### config.mk
export PLATFORM = sky130hd
export DESIGN_NAME = sram_dpu_flat
export DESIGN_NICKNAME = d
export VERILOG_FILES = /design/src/rtl/sram_pkg.sv /design/src/rtl/sram_dpu_if.sv /design/src/rtl/sram_dpu_alu.sv /design/src/rtl/sram_dpu.sv /design/src/flat_wrapper.sv
export SDC_FILE = /design/constraint.sdc
export NUM_CORES = 1
export LEC_CHECK = 0
export ABC_AREA = 1
export BUFFER_PORTS_ARGS = -buffer_cell sky130_fd_sc_hd__buf_2
export CAP_MARGIN = 20
export CORE_ASPECT_RATIO = 0.6
export CORE_UTILIZATION = 50
export CTS_CLUSTER_SIZE = 16
export DETAILED_ROUTE_END_ITERATION = 8
export GPL_ROUTABILITY_DRIVEN = 0
export HOLD_SLACK_MARGIN = 0.05
export PLACE_DENSITY = 0.82
export RECOVER_POWER = 100
export SYNTH_ARGS = -nofsm -noshare
export SYNTH_HDL_FRONTEND = slang
export SYNTH_SLANG_ARGS = --single-unit
### constraint.sdc
create_clock -name clk -period 1.5 [get_ports clk]
set_input_delay 0.075 -clock clk [delete_from_list [all_inputs] [get_ports clk]]
set_output_delay 0.075 -clock clk [all_outputs]
set_load 0.01 [all_outputs]
### src/rtl/sram_pkg.sv
// rtl/sram_pkg.sv - shared opcode, state and command-field definitions for the SRAM DPU
package sram_pkg;

    typedef enum logic [1:0] {
        OP_INC   = 2'b00,
        OP_NOT   = 2'b01,
        OP_ROTL8 = 2'b10,
        OP_ACC   = 2'b11
    } dpu_op_t;

    typedef enum logic [1:0] {
        D_IDLE   = 2'b00,
        D_ARMED  = 2'b01,
        D_CALC   = 2'b10,
        D_COMMIT = 2'b11
    } dpu_state_t;

    localparam int CMD_W        = 8;
    localparam int CMD_VLD_BIT  = 7;
    localparam int CMD_OP_MSB   = 6;
    localparam int CMD_OP_LSB   = 5;
    localparam int CMD_ADDR_MSB = 4;
    localparam int CMD_ADDR_LSB = 0;

    function automatic logic cmd_is_dpu(input logic [CMD_W-1:0] cmd);
        return cmd[CMD_VLD_BIT];
    endfunction

endpackage

### src/rtl/sram_dpu_if.sv
// rtl/sram_dpu_if.sv - controller <-> DPU command/operand/result bundle
interface sram_dpu_if #(
    parameter int DATA_W = 32,
    parameter int ADDR_W = 5
);
    logic              dpu_load_cmd;
    logic [7:0]        nxt_cmd;
    logic              requst_valid;
    logic [DATA_W-1:0] sram_data_to_dpu;
    logic [DATA_W-1:0] sram_data_from_dpu;
    logic [ADDR_W-1:0] sram_addr_from_dpu;
    logic              dpu_busy;
    logic              dpu_done;
    logic              dpu_err;

    modport master (
        output dpu_load_cmd, nxt_cmd, requst_valid, sram_data_to_dpu,
        input  sram_data_from_dpu, sram_addr_from_dpu, dpu_busy, dpu_done, dpu_err
    );

    modport slave (
        input  dpu_load_cmd, nxt_cmd, requst_valid, sram_data_to_dpu,
        output sram_data_from_dpu, sram_addr_from_dpu, dpu_busy, dpu_done, dpu_err
    );
endinterface

### src/rtl/sram_dpu_alu.sv
// rtl/sram_dpu_alu.sv - single-word DPU operation; opcode 11 is ACC under DPU_ACC_EN, else PASS
module sram_dpu_alu
    import sram_pkg::*;
#(
    parameter int DATA_W   = 32,
    parameter int INC_STEP = 1
) (
    input  dpu_op_t           op,
    input  logic [DATA_W-1:0] operand,
`ifdef DPU_ACC_EN
    input  logic [DATA_W-1:0] acc,
`endif
    output logic [DATA_W-1:0] result
);

    always_comb begin
        result = operand;
        case (op)
            OP_INC:   result = operand + DATA_W'(INC_STEP);
            OP_NOT:   result = ~operand;
            OP_ROTL8: result = {operand[DATA_W-9:0], operand[DATA_W-1:DATA_W-8]};
`ifdef DPU_ACC_EN
            OP_ACC:   result = acc + operand;
`else
            OP_ACC:   result = operand;
`endif
            default:  result = operand;
        endcase
    end

endmodule

### src/rtl/sram_dpu.sv
// rtl/sram_dpu.sv - DPU sequencer and registers; DPU_ACC_EN builds the persistent accumulator
module sram_dpu
    import sram_pkg::*;
#(
    parameter int DATA_W   = 32,
    parameter int ADDR_W   = 5,
    parameter int INC_STEP = 1
) (
    input  logic       clk,
    input  logic       rst_n,
    sram_dpu_if.slave  bus
);

    dpu_state_t        state;
    dpu_op_t           op_q;
    logic [ADDR_W-1:0] addr_q;
    logic [DATA_W-1:0] operand_q;
    logic [DATA_W-1:0] result_q;
    logic [DATA_W-1:0] alu_res;
    logic              done_q;
    logic              err_q;
    logic              cmd_hit;

    assign cmd_hit = bus.dpu_load_cmd && cmd_is_dpu(bus.nxt_cmd);

`ifdef DPU_ACC_EN
    logic [DATA_W-1:0] acc_q;

    sram_dpu_alu #(.DATA_W(DATA_W), .INC_STEP(INC_STEP)) u_alu (
        .op      (op_q),
        .operand (operand_q),
        .acc     (acc_q),
        .result  (alu_res)
    );
`else
    sram_dpu_alu #(.DATA_W(DATA_W), .INC_STEP(INC_STEP)) u_alu (
        .op      (op_q),
        .operand (operand_q),
        .result  (alu_res)
    );
`endif

    always_ff @(posedge clk or negedge rst_n) begin
        if (!rst_n) begin
            state     <= D_IDLE;
            op_q      <= OP_INC;
            addr_q    <= '0;
            operand_q <= '0;
            result_q  <= '0;
            done_q    <= 1'b0;
            err_q     <= 1'b0;
`ifdef DPU_ACC_EN
            acc_q     <= '0;
`endif
        end else begin
            done_q <= 1'b0;
            // Out-of-order strobes are dropped but latched as a sticky error.
            if (cmd_hit && state != D_IDLE)
                err_q <= 1'b1;
            if (bus.requst_valid && (state == D_IDLE || state == D_CALC))
                err_q <= 1'b1;

            case (state)
                D_IDLE: begin
                    if (cmd_hit) begin
                        op_q   <= dpu_op_t'(bus.nxt_cmd[CMD_OP_MSB:CMD_OP_LSB]);
                        addr_q <= ADDR_W'(bus.nxt_cmd[CMD_ADDR_MSB:CMD_ADDR_LSB]);
                        state  <= D_ARMED;
                    end
                end
                D_ARMED: begin
                    if (bus.requst_valid) begin
                        operand_q <= bus.sram_data_to_dpu;
                        state     <= D_CALC;
                    end
                end
                D_CALC: begin
                    result_q <= alu_res;
`ifdef DPU_ACC_EN
                    if (op_q == OP_ACC)
                        acc_q <= alu_res;
`endif
                    state <= D_COMMIT;
                end
                D_COMMIT: begin
                    if (bus.requst_valid) begin
                        done_q <= 1'b1;
                        state  <= D_IDLE;
                    end
                end
                default: state <= D_IDLE;
            endcase
        end
    end

    assign bus.sram_data_from_dpu = result_q;
    assign bus.sram_addr_from_dpu = addr_q;
    assign bus.dpu_busy           = (state != D_IDLE);
    assign bus.dpu_done           = done_q;
    assign bus.dpu_err            = err_q;

endmodule

### src/flat_wrapper.sv
// flat-port wrapper written by rule: the top's interface ports become plain ports
module sram_dpu_flat import sram_pkg::*;
#(
    parameter int DATA_W   = 32,
    parameter int ADDR_W   = 5,
    parameter int INC_STEP = 1
)
  (clk, rst_n, bus_dpu_load_cmd, bus_nxt_cmd, bus_requst_valid, bus_sram_data_to_dpu, bus_sram_data_from_dpu, bus_sram_addr_from_dpu, bus_dpu_busy, bus_dpu_done, bus_dpu_err);
  sram_dpu_if #(.DATA_W(DATA_W), .ADDR_W(ADDR_W)) bus_i ();
  input  logic clk;
  input  logic rst_n;
  input wire logic [$bits(bus_i.dpu_load_cmd)-1:0] bus_dpu_load_cmd;
  input wire logic [$bits(bus_i.nxt_cmd)-1:0] bus_nxt_cmd;
  input wire logic [$bits(bus_i.requst_valid)-1:0] bus_requst_valid;
  input wire logic [$bits(bus_i.sram_data_to_dpu)-1:0] bus_sram_data_to_dpu;
  output wire logic [$bits(bus_i.sram_data_from_dpu)-1:0] bus_sram_data_from_dpu;
  output wire logic [$bits(bus_i.sram_addr_from_dpu)-1:0] bus_sram_addr_from_dpu;
  output wire logic [$bits(bus_i.dpu_busy)-1:0] bus_dpu_busy;
  output wire logic [$bits(bus_i.dpu_done)-1:0] bus_dpu_done;
  output wire logic [$bits(bus_i.dpu_err)-1:0] bus_dpu_err;
  assign bus_i.dpu_load_cmd = bus_dpu_load_cmd;
  assign bus_i.nxt_cmd = bus_nxt_cmd;
  assign bus_i.requst_valid = bus_requst_valid;
  assign bus_i.sram_data_to_dpu = bus_sram_data_to_dpu;
  assign bus_sram_data_from_dpu = bus_i.sram_data_from_dpu;
  assign bus_sram_addr_from_dpu = bus_i.sram_addr_from_dpu;
  assign bus_dpu_busy = bus_i.dpu_busy;
  assign bus_dpu_done = bus_i.dpu_done;
  assign bus_dpu_err = bus_i.dpu_err;
  sram_dpu #(.DATA_W(DATA_W), .ADDR_W(ADDR_W), .INC_STEP(INC_STEP)) u_core (.clk(clk), .rst_n(rst_n), .bus(bus_i));
endmodule
# After elaboration in Yosys (flattened, before gate mapping)
# Index checks and enable logic that the tools add are counted.
word_totals:
  elab_cells: 38
  out_inout_bits: 40
  regBits: 75
  inputBits: 44
classes:
  n_mux: 9
  eq_ne: 9
  addsub: 1
  reduce_logical: 11
  bitwise_logic: 1
ops:
  columns: ["cell", "count"]
  rows:
  - ["one-hot mux 32 bit (4 select lines)", 1]
  - ["adder 32 x 1 -> 32 bit (second input constant)", 1]
  - ["NOT 32 bit", 1]
  - ["== test 2 bit (second input constant)", 4]
  - ["one-hot mux 2 bit (4 select lines)", 1]
  - ["two-way mux 2 bit", 3]
  - ["== test 2 x 1 -> 1 bit (second input constant)", 2]
  - ["zero test 2 bit", 2]
  - ["two-way mux 1 bit", 4]
  - ["!= test 2 bit (second input constant)", 2]
  - ["AND reduction 2 bit", 2]
  - ["nonzero test 2 bit", 2]
  - ["logical AND 1 bit", 3]
  - ["AND reduction 3 bit", 1]
  - ["!= test 2 x 1 -> 1 bit (second input constant)", 1]
  - ["logical OR 1 bit", 1]

# Longest topological paths before layout
# Gate-level depths: netlist of run 1.
logic_depth:
  word_depth: 4
  depth_mapped: 9
  mapped_depth_nobuf: 9

# Modules after synthesis
# A second synthesis of run 1 with hierarchy kept.
hier_totals:
  hier_cells: 684
  hier_area_um2: 4702.0
modules_own_cells:
  columns: ["mod", "seq_area_each_um2", "n_inst", "area_per_inst_um2", "cells_per_inst"]
  rows:
  - ["sram_dpu", 1876.8, 1, 3089.2, 335]
  - ["sram_dpu_alu", 0.0, 1, 1612.8, 349]

# Least setup slack after synthesis of run 1
# No wires, ideal clock.
synth_timing:
  path_type: "reg-to-reg"
  start: "register u_core.state[0]"
  end: "register u_core.err_q, in the netlist u_core.bus.dpu_err"
  stages_incl_launch_ff: 8
  t_required_ns: 1.372
  setup_slack_ns: 0.059
  n_path_buf: 1
  setup_ns: 0.128
  period_less_slack_ns: 1.441
  arrival_ns: 1.313
  path_cell_list: "dfrtp_1 > inv_1 > ha_1 > inv_2 > clkbuf_1 > nand2_1 > a21oi_1 > o21ai_0"
synth_between:
  elab_chain_cells: 4
  word_cells_on_any_way: 8
  classes_between: "1 x eq/ne; 1 x mux; 6 x reduce/logical"
synth_lines:
  columns: ["element", "line", "source"]
  rows:
  - ["start: declaration", "sram_dpu.sv:14", "dpu_state_t state;"]
  - ["start signal: assignment", "sram_dpu.sv:45", "state <= D_IDLE;"]
  - ["start signal: assignment", "sram_dpu.sv:68", "state <= D_ARMED;"]
  - ["start signal: assignment", "sram_dpu.sv:74", "state <= D_CALC;"]
  - ["== test 2 bit / zero test 2 bit (equally long branches)", "sram_dpu.sv:60", "if (bus.requst_valid && (state == D_IDLE || state == D_CALC))"]
  - ["logical OR 1 bit", "sram_dpu.sv:60", null]
  - ["logical AND 1 bit", "sram_dpu.sv:60", null]
  - ["two-way mux 1 bit / nonzero test 2 bit (equally long branches)", null, null]
  - ["end signal: assignment", "sram_dpu.sv:51", "err_q <= 1'b0;"]
  - ["end signal: assignment", "sram_dpu.sv:59", "err_q <= 1'b1;"]
  - ["end signal: assignment", "sram_dpu.sv:61", "err_q <= 1'b1;"]
  - ["end: declaration", "sram_dpu.sv:21", "logic err_q;"]
# Several ways; a longest one is shown, not always the timed one.
# A chain may end at the register's enable or synchronous reset.

# Worst setup path in the final report of run 1
layout_timing:
  start: "register u_core.operand_q[1]"
  end: "register u_core.result_q[8], in the netlist u_core.bus.sram_data_from_dpu[8]"
layout_between:
  elab_chain_cells: 2
layout_lines:
  columns: ["element", "line", "source"]
  rows:
  - ["start: declaration", "sram_dpu.sv:17", "logic [DATA_W-1:0] operand_q;"]
  - ["start signal: assignment", "sram_dpu.sv:73", "operand_q <= bus.sram_data_to_dpu;"]
  - ["adder 32 x 1 -> 32 bit", "sram_dpu_alu.sv:19", "OP_INC: result = operand + DATA_W'(INC_STEP);"]
  - ["one-hot mux 32 bit (4 select lines)", "sram_dpu_alu.sv:18", "case (op)"]
  - ["end signal: assignment", "sram_dpu.sv:78", "result_q <= alu_res;"]
  - ["end: declaration", "sram_dpu.sv:18", "logic [DATA_W-1:0] result_q;"]
# Every way passes these cells.

==> impl_metrics.csv, run 1 <==
group,metric,value,unit
hold_path,hold_end,"u_core.bus.sram_addr_from_dpu[3]",
setup_path,worst-endpoint-required,1.77,ns
power,p_int,7.153,mW
finish,antennaDiodeCount,0,
die,die_x,121.2,microns
clock_network,cts_buffers,9,
setup_path,crit_chain,"ha_2 > nand2_4 > nor2_8 > nand2_8 > buf_4 > a21oi_1 > o21ai_1 > a31oi_1",
synth,synth_fa_ha_area_share,1.761,%
drt,wire_per_inst,18.51,microns
power,p_leak,2.589,nW
power,p_total,13.79,mW
sta,finalCritPeriodShare,106.8,%
setup_path,worstPathArrival,1.87,ns
setup_path,rr_worst_depth,8,
power,power_frac_seq,28.8,%
synth,synth_edf_count,0,
clock_network,root_buffer,"clkbuf_16",
power,p_comb_share,54.6,%
setup_path,endpoint_kind,"register",
synth,yosysWarningCount,0,
setup_path,worst_setup_path_start_kind,"register",
drt,via_per_inst,6.056,
setup_path,critPathTopFamily,"flip-flops",
clock_network,cts_tree,"done",
sta,min_period,1.603,ns
setup_path,critPathSlowestCell,"dfrtp_1",
power,p_sw_share,48.13,%
global_routing,grt_pass1_wl,23090,microns
global_routing,grt_overflow,0,
synth,muxShareOfSynthArea,1.320,%
clock_network,htree_levels,3,
clock_network,cts.sinks,75,
hold_path,hold_path_depth,3,
job,cap_violations,0,
setup_path,crit_type,"register to register",
clock_network,clk_latency,0.35,ns
die,start_util,52.84,%
die,dieArea,0.008913,sq mm
global_routing,grt_max_degree,40,
die,core_area,0.008070,sq mm
synth,synth-compound-area-share,21.30,%
global_routing,grt_pass1_vias,4534,
synth,syn_inst,562,
drt,totalWireLength,15160,microns
global_routing,antenna_found_initial,0,
global_routing,grt_usage,34.88,%
sta,finalSetupTns,-0.5113,ns
setup_path,r2r_end,"u_core.bus.sram_data_from_dpu[8]",
sta,setup_ws,-0.1026,ns
place,dpl.hpwl,9654,microns
finish,n_fill_cell,618,
setup_path,r2r_slack,-0.10,ns
drt,drc,0,
finish,final_common_cell,"nor2_1",
finish,drive_above_1_share,22.50,%
sta,setup_viol,14,
synth,netlist.area_leader.share,44.01,%
sta,rsz0062_at_grt,"yes",
setup_path,timing.rr.start,"u_core.operand_q[1]",
sta,max_slew_margin,33.38,%
finish,fin_nets,756,
sta,hold_slack,0.2088,ns
power,powerDensity,2342,mW/mm^2
synth,netlist-cell-type-count,27,
synth,ys_top_cells_by_area,"dfrtp_1, a21oi_1, nor2_1",
sta,fmax,624.0,MHz
finish,areaGrowthSynthToFinish,38.12,%
hold_path,hold_start,"bus_dpu_load_cmd",
sta,skew,0.007753,ns
clock_network,cts.clk_slew.worst_paths,0.06,ns
synth,synth_fp_nets,612,
sta,slew_viol_final,0,
synth,synth_top_family_by_area,"simple AND/OR/NAND/NOR gates",
synth,syn_area_per_cell,7.587,sq um
status,violations,"setup timing",
setup_path,path_buf_inv,1,
power,clock_power_share,16.6,%
drt,ant_nets,0,
synth,netlist_area,0.004264,sq mm
synth,synthArstFlopShare,100.0,%
die,io_pins,84,
synth,synthXorXnorAreaFrac,0,%
status,status,"finished, violations left",
finish,layout.cells.most_common_list,"nor2_1, nand2_1, a21oi_1, dfrtp_1, inv_1",
power,p_switching,6.638,mW
die,num_rows,25,
synth,synth-main-ff-cell,"dfrtp_1",
clock_network,cts.path.max_buffers,2,
synth,synth_top_area_cell,"dfrtp_1",
finish,fin_area,0.005889,sq mm
drt,dr.pass1.iters,8,
synth,synth_simple_gate_area_share,25.26,%
hold_path,hp-class,"primary input to register",
power,ir_drop,0.001112,V
setup_path,critPathMaxStageDelay,0.40,ns
synth,ys_ff_latch,75,
place,place_area,0.004965,sq mm
drt,vias,4960,
drt,drt_iter0_drc,824,
place,numPortBuffers,83,
die,die_y,73.53,microns
sta,hold_viol,0,
setup_path,worstPathMaxFanout,7,
sta,tightest_slew,0.9992,ns
synth,seq_area_frac_synth,44.01,%
[kinds of logic after synthesis]
| group | after synthesis |
|---|---|
| and+or+nand+nor | 246 |
| DFF | 75 |
| buffers and inverters | 71 |
| adders and majority gates | 6 |
| AOI/OAI and AO/OA | 159 |
| muxes | 5 |
[worst register-to-register path, cell delays in order, from the launching register on]
cell and delay (ns):
dfrtp_1 0.40, ha_2 0.23, nand2_4 0.07, nor2_8 0.18
nand2_8 0.10, buf_4 0.16, a21oi_1 0.15, o21ai_1 0.10
a31oi_1 0.14
[area by class of cell]
cell class / instances / area, sq um / area share, %
well taps: 108 / 135.1 / 2.294
repair buffers: 156 / 1102 / 18.72
clock inverters: 1 / 30.03 / 0.5099
multi-input cells: 416 / 2281 / 38.73
flip-flops and latches: 75 / 1883 / 31.97
inverters: 48 / 180.2 / 3.059
clock buffers: 15 / 277.8 / 4.716
[Yosys cell counts, types with 4 or more instances]
| cell type | number |
|---|---|
| a211oi_1 | 23 |
| inv_1 | 44 |
| mux2_2 | 5 |
| a31oi_1 | 7 |
| a21oi_1 | 78 |
| o21ai_0 | 7 |
| dfrtp_1 | 75 |
| nand2_2 | 6 |
| nor2_4 | 6 |
| nand3_1 | 35 |
| buf_1 | 7 |
| clkbuf_1 | 13 |
| nand2_1 | 85 |
| o21ai_1 | 11 |
| inv_2 | 4 |
| ha_1 | 6 |
| nor2_1 | 104 |
| o22ai_1 | 31 |
[worst max-delay path by stage]
stage / slack [ns] / from / depth (start not counted) / to
floorplan: 0.06 / u_core.state[0] / 7 / u_core.bus.dpu_err
global placement: 0.05 / u_core.state[0] / 5 / u_core.bus.sram_data_from_dpu[4]
detailed placement: -0.02 / u_core.state[0] / 5 / u_core.bus.sram_data_from_dpu[5]
CTS: -0.003 / u_core.operand_q[1] / 9 / u_core.bus.sram_data_from_dpu[22]
global route: -0.16 / u_core.operand_q[1] / 9 / u_core.bus.sram_data_from_dpu[24]
finish: -0.10 / u_core.operand_q[1] / 8 / u_core.bus.sram_data_from_dpu[8]
[power groups by stage]
stage / Sequential [mW] / Combinational (mW) / Clock (mW)
after floorplan: 3.82 / 4.17 / 0
after global placement: 3.79 / 6.43 / 0
after detailed placement: 3.82 / 6.62 / 0
after CTS: 3.82 / 6.80 / 2.29
after global routing: 4.02 / 8.12 / 2.38
final: 3.97 / 7.53 / 2.29
[registers in the layout, indices dropped and copies added, names as in the netlist]
| signal | count |
|---|---|
| u_core.bus.dpu_done | 1 |
| u_core.bus.dpu_err | 1 |
| u_core.bus.sram_addr_from_dpu | 5 |
| u_core.bus.sram_data_from_dpu | 32 |
| u_core.op_q | 2 |
| u_core.operand_q | 32 |
| u_core.state | 2 |
[through the flow]
step / setup slack, ns / std cells / util, %
floorplan: 0.05914 / 562 / -
global placement: 0.05093 / 748 / 61.52
detailed placement: -0.02210 / 748 / 61.52
CTS: -0.002774 / 807 / 70.81
global route: -0.1559 / 819 / 72.98
finish: -0.1026 / 819 / 72.98
[metal layers]
metal  share of wire (%)  vias up  GRT usage, %
met5                   0        -             0
met4                 2.8        0         11.52
met3                  13       57         12.73
met2                  44      362         51.81
met1                  40     2344         47.34
li1                    -     2197             -
[what timing repair did]
item,in CTS,in global routing
pin swaps,2,16
endpoints found under the setup margin,15,30
hold buffers,43,0
buffers inserted,0,12
gates resized for setup,4,55
endpoints found under the hold margin,78,0
(Power assumes the default switching activity.)
==> inputs of run 2 (changes only) <==
- CTS_BUF_LIST: not set -> sky130_fd_sc_hd__clkbuf_16
- SLEW_MARGIN: not set -> 20
==> run 2 against run 1 <==
The flow still finishes with violations (setup timing); cell area decreased by 0.70%; largest cell class unchanged; total power decreased by 1.3%; critical path type unchanged; largest power group unchanged; final cell count decreased by 0.24%.
==> impl_metrics.csv, run 2 (synthesized netlist as in run 1, its figures left out) <==
group,metric,value,unit
finish,drive_above_1_share,22.00,%
power,p_switching,6.662,mW
place,dpl.hpwl,9654,microns
setup_path,worst-endpoint-required,1.72,ns
clock_network,cts.sinks,75,
power,p_int,6.947,mW
power,p_leak,2.577,nW
setup_path,timing.rr.start,"u_core.operand_q[12]",
setup_path,cp-startpoint,"u_core.operand_q[12]",
job,cap_violations,0,
hold_path,hold_start,"bus_dpu_load_cmd",
global_routing,grt_usage,34.68,%
die,dieArea,0.008913,sq mm
setup_path,rr_worst_depth,7,
sta,skew,0.006272,ns
setup_path,worstPathMaxFanout,7,
power,ir_drop,0.001166,V
global_routing,grt_overflow,0,
global_routing,grt_pass1_vias,4507,
status,status,"finished, violations left",
sta,finalCritPeriodShare,102.5,%
drt,drc,0,
setup_path,worst_setup_path_start_kind,"register",
power,p_comb_share,55.2,%
sta,setup_viol,9,
hold_path,hp-class,"primary input to register",
global_routing,grt_max_degree,40,
die,die_x,121.2,microns
finish,fin_area,0.005848,sq mm
drt,drt_iter0_drc,793,
finish,final_common_cell,"nor2_1",
sta,tightest_slew,1.012,ns
finish,final_util,72.47,%
die,start_util,52.84,%
place,numPortBuffers,83,
clock_network,cts.path.max_buffers,2,
sta,setup_ws,-0.03748,ns
die,core_area,0.008070,sq mm
power,powerDensity,2327,mW/mm^2
finish,n_fill_cell,621,
finish,instances_no_fill,817,
clock_network,clk_latency,0.35,ns
sta,min_period,1.537,ns
setup_path,worstPathArrival,1.76,ns
sta,rsz0062_at_grt,"yes",
place,post-place-ws,-0.02210,ns
power,power_frac_seq,29.4,%
clock_network,htree_levels,3,
drt,dr.pass1.iters,7,
drt,via_per_inst,6.125,
power,p_sw_share,48.95,%
setup_path,endpoint_kind,"register",
place,dpl.cell_count,748,
finish,areaGrowthSynthToFinish,37.15,%
setup_path,endpoint,"u_core.bus.sram_data_from_dpu[15]",
global_routing,antenna_found_initial,0,
sta,fmax,650.4,MHz
setup_path,r2r_end,"u_core.bus.sram_data_from_dpu[15]",
finish,fin_nets,754,
place,place_area,0.004965,sq mm
die,num_rows,25,
die,die_y,73.53,microns
power,clock_power_share,15.4,%
drt,wire_per_inst,18.60,microns
clock_network,cts_buffers,9,
status,violations,"setup timing",
clock_network,cts.clk_slew.worst_paths,0.06,ns
finish,antennaDiodeCount,0,
sta,max_slew_margin,32.55,%
finish,layout.cells.most_common_list,"nor2_1, nand2_1, dfrtp_1, a21oi_1, inv_1",
die,io_pins,84,
sta,hold_viol,0,
drt,totalWireLength,15190,microns
clock_network,cts_tree,"done",
setup_path,r2r_slack,-0.04,ns
clock_network,root_buffer,"clkbuf_16",
drt,vias,5004,
drt,ant_nets,0,
sta,finalSetupTns,-0.1444,ns
global_routing,grt_pass1_wl,22990,microns
sta,slew_viol_final,0,
setup_path,crit_type,"register to register",
-- run 2: layout make-up --
type / count / area, sq um / share of cell area, %
timing repair buffer: 154 / 1080 / 18.46
multi-input combinational: 416 / 2295 / 39.24
sequential: 75 / 1881 / 32.16
clock inverter: 7 / 52.55 / 0.8986
tap: 108 / 135.1 / 2.311
clock buffer: 9 / 225.2 / 3.851
inverter: 48 / 180.2 / 3.081
-- run 2: power groups by stage --
stage | clock network, mW | registers [mW] | logic [mW]
finish | 2.09 | 4.00 | 7.51
global route | 2.20 | 4.04 | 8.09
CTS | 2.11 | 3.82 | 6.79
detailed placement | 0 | 3.82 | 6.62
global placement | 0 | 3.79 | 6.43
floorplan | 0 | 3.82 | 4.17
-- run 2: stage by stage --
step	power (mW)	hold slack [ns]
2_1_floorplan	7.987	-0.2206
3_3_place_gp	10.23	0.07490
3_5_place_dp	10.44	0.08813
4_1_cts	12.72	0.1936
5_1_grt	14.32	0.2212
6_report	13.61	0.2093
-- run 2: what timing repair did --
item	4_1_cts	5_1_grt
setup buffers	0	10
endpoints found under the hold margin	78	0
cloned	0	0
setup endpoints to repair	18	30
hold buffers	43	0
pin swaps	2	8
gates resized for setup	4	53
-- run 2: worst min path at each step --
stage / depth (start not counted) / slack, ns / end
after floorplan: 0 / -0.22 / u_core.bus.dpu_done
after global placement: 1 / 0.07 / u_core.bus.sram_data_from_dpu[29]
after detailed placement: 1 / 0.09 / u_core.bus.sram_data_from_dpu[29]
after CTS: 3 / 0.19 / u_core.bus.sram_addr_from_dpu[0]
after global routing: 3 / 0.22 / u_core.bus.sram_addr_from_dpu[3]
final: 3 / 0.21 / u_core.bus.sram_addr_from_dpu[3]
-- run 2: per-layer routing --
metal / track usage [%] / part of all wire, % / up-vias
li1: - / - / 2199
met1: 47.04 / 40 / 2341
met2: 51.75 / 43 / 387
met3: 12.89 / 14 / 77
met4: 10.56 / 3.0 / 0
met5: 0 / 0 / -
-- run 2: worst max-delay path: stages (launching register included) --
cell and delay, ns:
dfrtp_1 0.47, nand2_2 0.13, nor2_2 0.14, nand2_2 0.09, nor2_4 0.24, nand2_1 0.12
nand3_1 0.14, a21oi_1 0.09
==> inputs of run 3 (changes only) <==
- PLACE_DENSITY: 0.82 -> 0.79
- clock period: 1.5 -> 1.55 ns (I/O delays scaled with it)
==> run 3 against run 2 <==
The run still ends with setup timing left; flip-flop and latch count stayed put; via count is 1.9% lower; first-iteration DRC count is 6.7% higher; combinational power is 5.9% lower; clock skew is 0.0012 ns lower; utilization is 1.7 points lower; clock power is 11% lower; critical endpoint unchanged; clock-buffer cell count stayed put.
==> impl_metrics.csv, run 3 (synthesized netlist as in run 1, its figures left out) <==
group,metric,value,unit
status,status,"finished, violations left",
status,violations,"setup timing",
finish,instances_no_fill,812,
global_routing,antenna_found_initial,0,
sta,hold_viol,0,
drt,wire_per_inst,18.49,microns
clock_network,root_buffer,"clkbuf_16",
setup_path,timing.rr.start,"u_core.operand_q[1]",
sta,slew_viol_final,0,
drt,drt_iter0_drc,846,
setup_path,r2r_end,"u_core.bus.sram_data_from_dpu[15]",
setup_path,worst_setup_path_start_kind,"register",
clock_network,cts.sinks,75,
finish,fin_nets,749,
drt,drc,0,
die,die_y,73.53,microns
die,start_util,52.84,%
setup_path,critPathMaxStageDelay,0.42,ns
global_routing,grt_overflow,0,
place,post-place-ws,-0.009655,ns
hold_path,hold_start,"bus_sram_data_to_dpu[10]",
die,num_rows,25,
setup_path,crit_chain,"buf_6 > nand2_4 > nor2_4 > nand2_4 > nor2_4 > nand2_1 > nand3_2 > a21oi_2",
drt,dr.pass1.iters,6,
finish,areaGrowthSynthToFinish,33.98,%
sta,tightest_slew,1.060,ns
setup_path,r2r_slack,-0.09,ns
power,p_total,12.69,mW
global_routing,grt_max_degree,76,
die,die_x,121.2,microns
sta,setup_viol,9,
hold_path,hold_path_depth,3,
power,powerDensity,2222,mW/mm^2
power,ir_drop,0.001016,V
clock_network,clk_latency,0.34,ns
global_routing,grt_usage,33.77,%
die,core_area,0.008070,sq mm
die,io_pins,84,
place,dpl.cell_count,746,
drt,totalWireLength,15010,microns
clock_network,cts.path.max_buffers,2,
sta,min_period,1.638,ns
clock_network,cts_buffers,9,
sta,setup_ws,-0.08764,ns
finish,drive_above_1_share,18.75,%
finish,antennaDiodeCount,0,
hold_path,hp-class,"primary input to register",
clock_network,cts_tree,"done",
setup_path,worstPathArrival,1.86,ns
place,numPortBuffers,83,
place,dpl.hpwl,9371,microns
die,dieArea,0.008913,sq mm
power,p_leak,2.547,nW
job,cap_violations,0,
sta,fmax,610.6,MHz
drt,via_per_inst,6.046,
clock_network,htree_levels,3,
global_routing,grt_pass1_wl,22260,microns
sta,skew,0.005111,ns
clock_network,cts.clk_slew.worst_paths,0.06,ns
setup_path,critPathSlowestCell,"dfrtp_2",
sta,rsz0062_at_grt,"yes",
finish,n_fill_cell,649,
setup_path,crit_type,"register to register",
finish,layout.cells.most_common_list,"nor2_1, nand2_1, a21oi_1, dfrtp_1, inv_1",
sta,finalCritPeriodShare,105.7,%
sta,max_slew_margin,29.35,%
setup_path,worst-endpoint-required,1.77,ns
hold_path,hold_end,"u_core.operand_q[10]",
finish,multiInputGateArea,0.002226,sq mm
setup_path,endpoint_kind,"register",
drt,ant_nets,0,
drt,vias,4909,
setup_path,rr_worst_depth,8,
global_routing,grt_pass1_vias,4341,
finish,seq_area,0.001881,sq mm
finish,final_common_cell,"nor2_1",
setup_path,worstPathMaxFanout,7,
run 3: layout make-up:
class                   count  area share [%]
clock buffers               9           3.942
clock inverters             7          0.5256
inverters                  48           3.154
multi-input cells         416           38.96
flip-flops and latches     75           32.92
well taps                 108           2.365
repair buffers            149           18.13
run 3: critical path, delay by kind of cell, from the launching register on:
family	cells	cell delay (ns)
compound gates	1	0.07
flops	1	0.42
buf+inv	1	0.12
simple gates	6	0.90
run 3: report_power, final:
part / leakage (nW) / switching [mW] / internal, mW
registers: 0.812 / 0.874 / 2.90
clock network: 0.144 / 0.797 / 1.05
logic: 1.59 / 4.56 / 2.52
total: 2.55 / 6.23 / 6.47
run 3: worst max-delay path by stage:
stage | start | end | slack (ns) | cells after the start
4_1_cts | u_core.operand_q[1] | u_core.bus.sram_data_from_dpu[10] | -0.01 | 7
6_report | u_core.operand_q[1] | u_core.bus.sram_data_from_dpu[15] | -0.09 | 8
2_1_floorplan | u_core.state[0] | u_core.bus.dpu_err | 0.11 | 7
3_5_place_dp | u_core.state[0] | u_core.op_q[1] | -0.01 | 6
3_3_place_gp | u_core.state[0] | u_core.op_q[1] | 0.08 | 6
5_1_grt | u_core.state[0] | u_core.bus.sram_data_from_dpu[23] | -0.17 | 6
run 3: what timing repair did:
action,CTS,global route
setup buffers,4,4
hold endpoints to repair,115,0
resized for setup,4,29
hold buffers,42,0
pin swaps,5,13
endpoints found under the setup margin,6,23
run 3: stage by stage:
step / utilization, % / setup TNS, ns / area [sq um] / hold slack [ns]
5_1_grt: 70.79 / -1.602 / 5713 / 0.07720
6_report: 70.79 / -0.4678 / 5713 / 0.06708
3_3_place_gp: 61.33 / 0 / 4950 / 0.1381
4_1_cts: 70.23 / -0.01239 / 5668 / 0.06182
3_5_place_dp: 61.33 / -0.02635 / 4950 / 0.1452
2_1_floorplan: - / 0 / 4264 / -0.2181
run 3: layer usage:
metal / up-vias / track usage, % / part of all wire (%)
met5: - / 0 / 0
met4: 0 / 11.11 / 2.4
met3: 49 / 12.81 / 15
met2: 382 / 48.89 / 42
met1: 2289 / 46.52 / 40
li1: 2189 / - / -
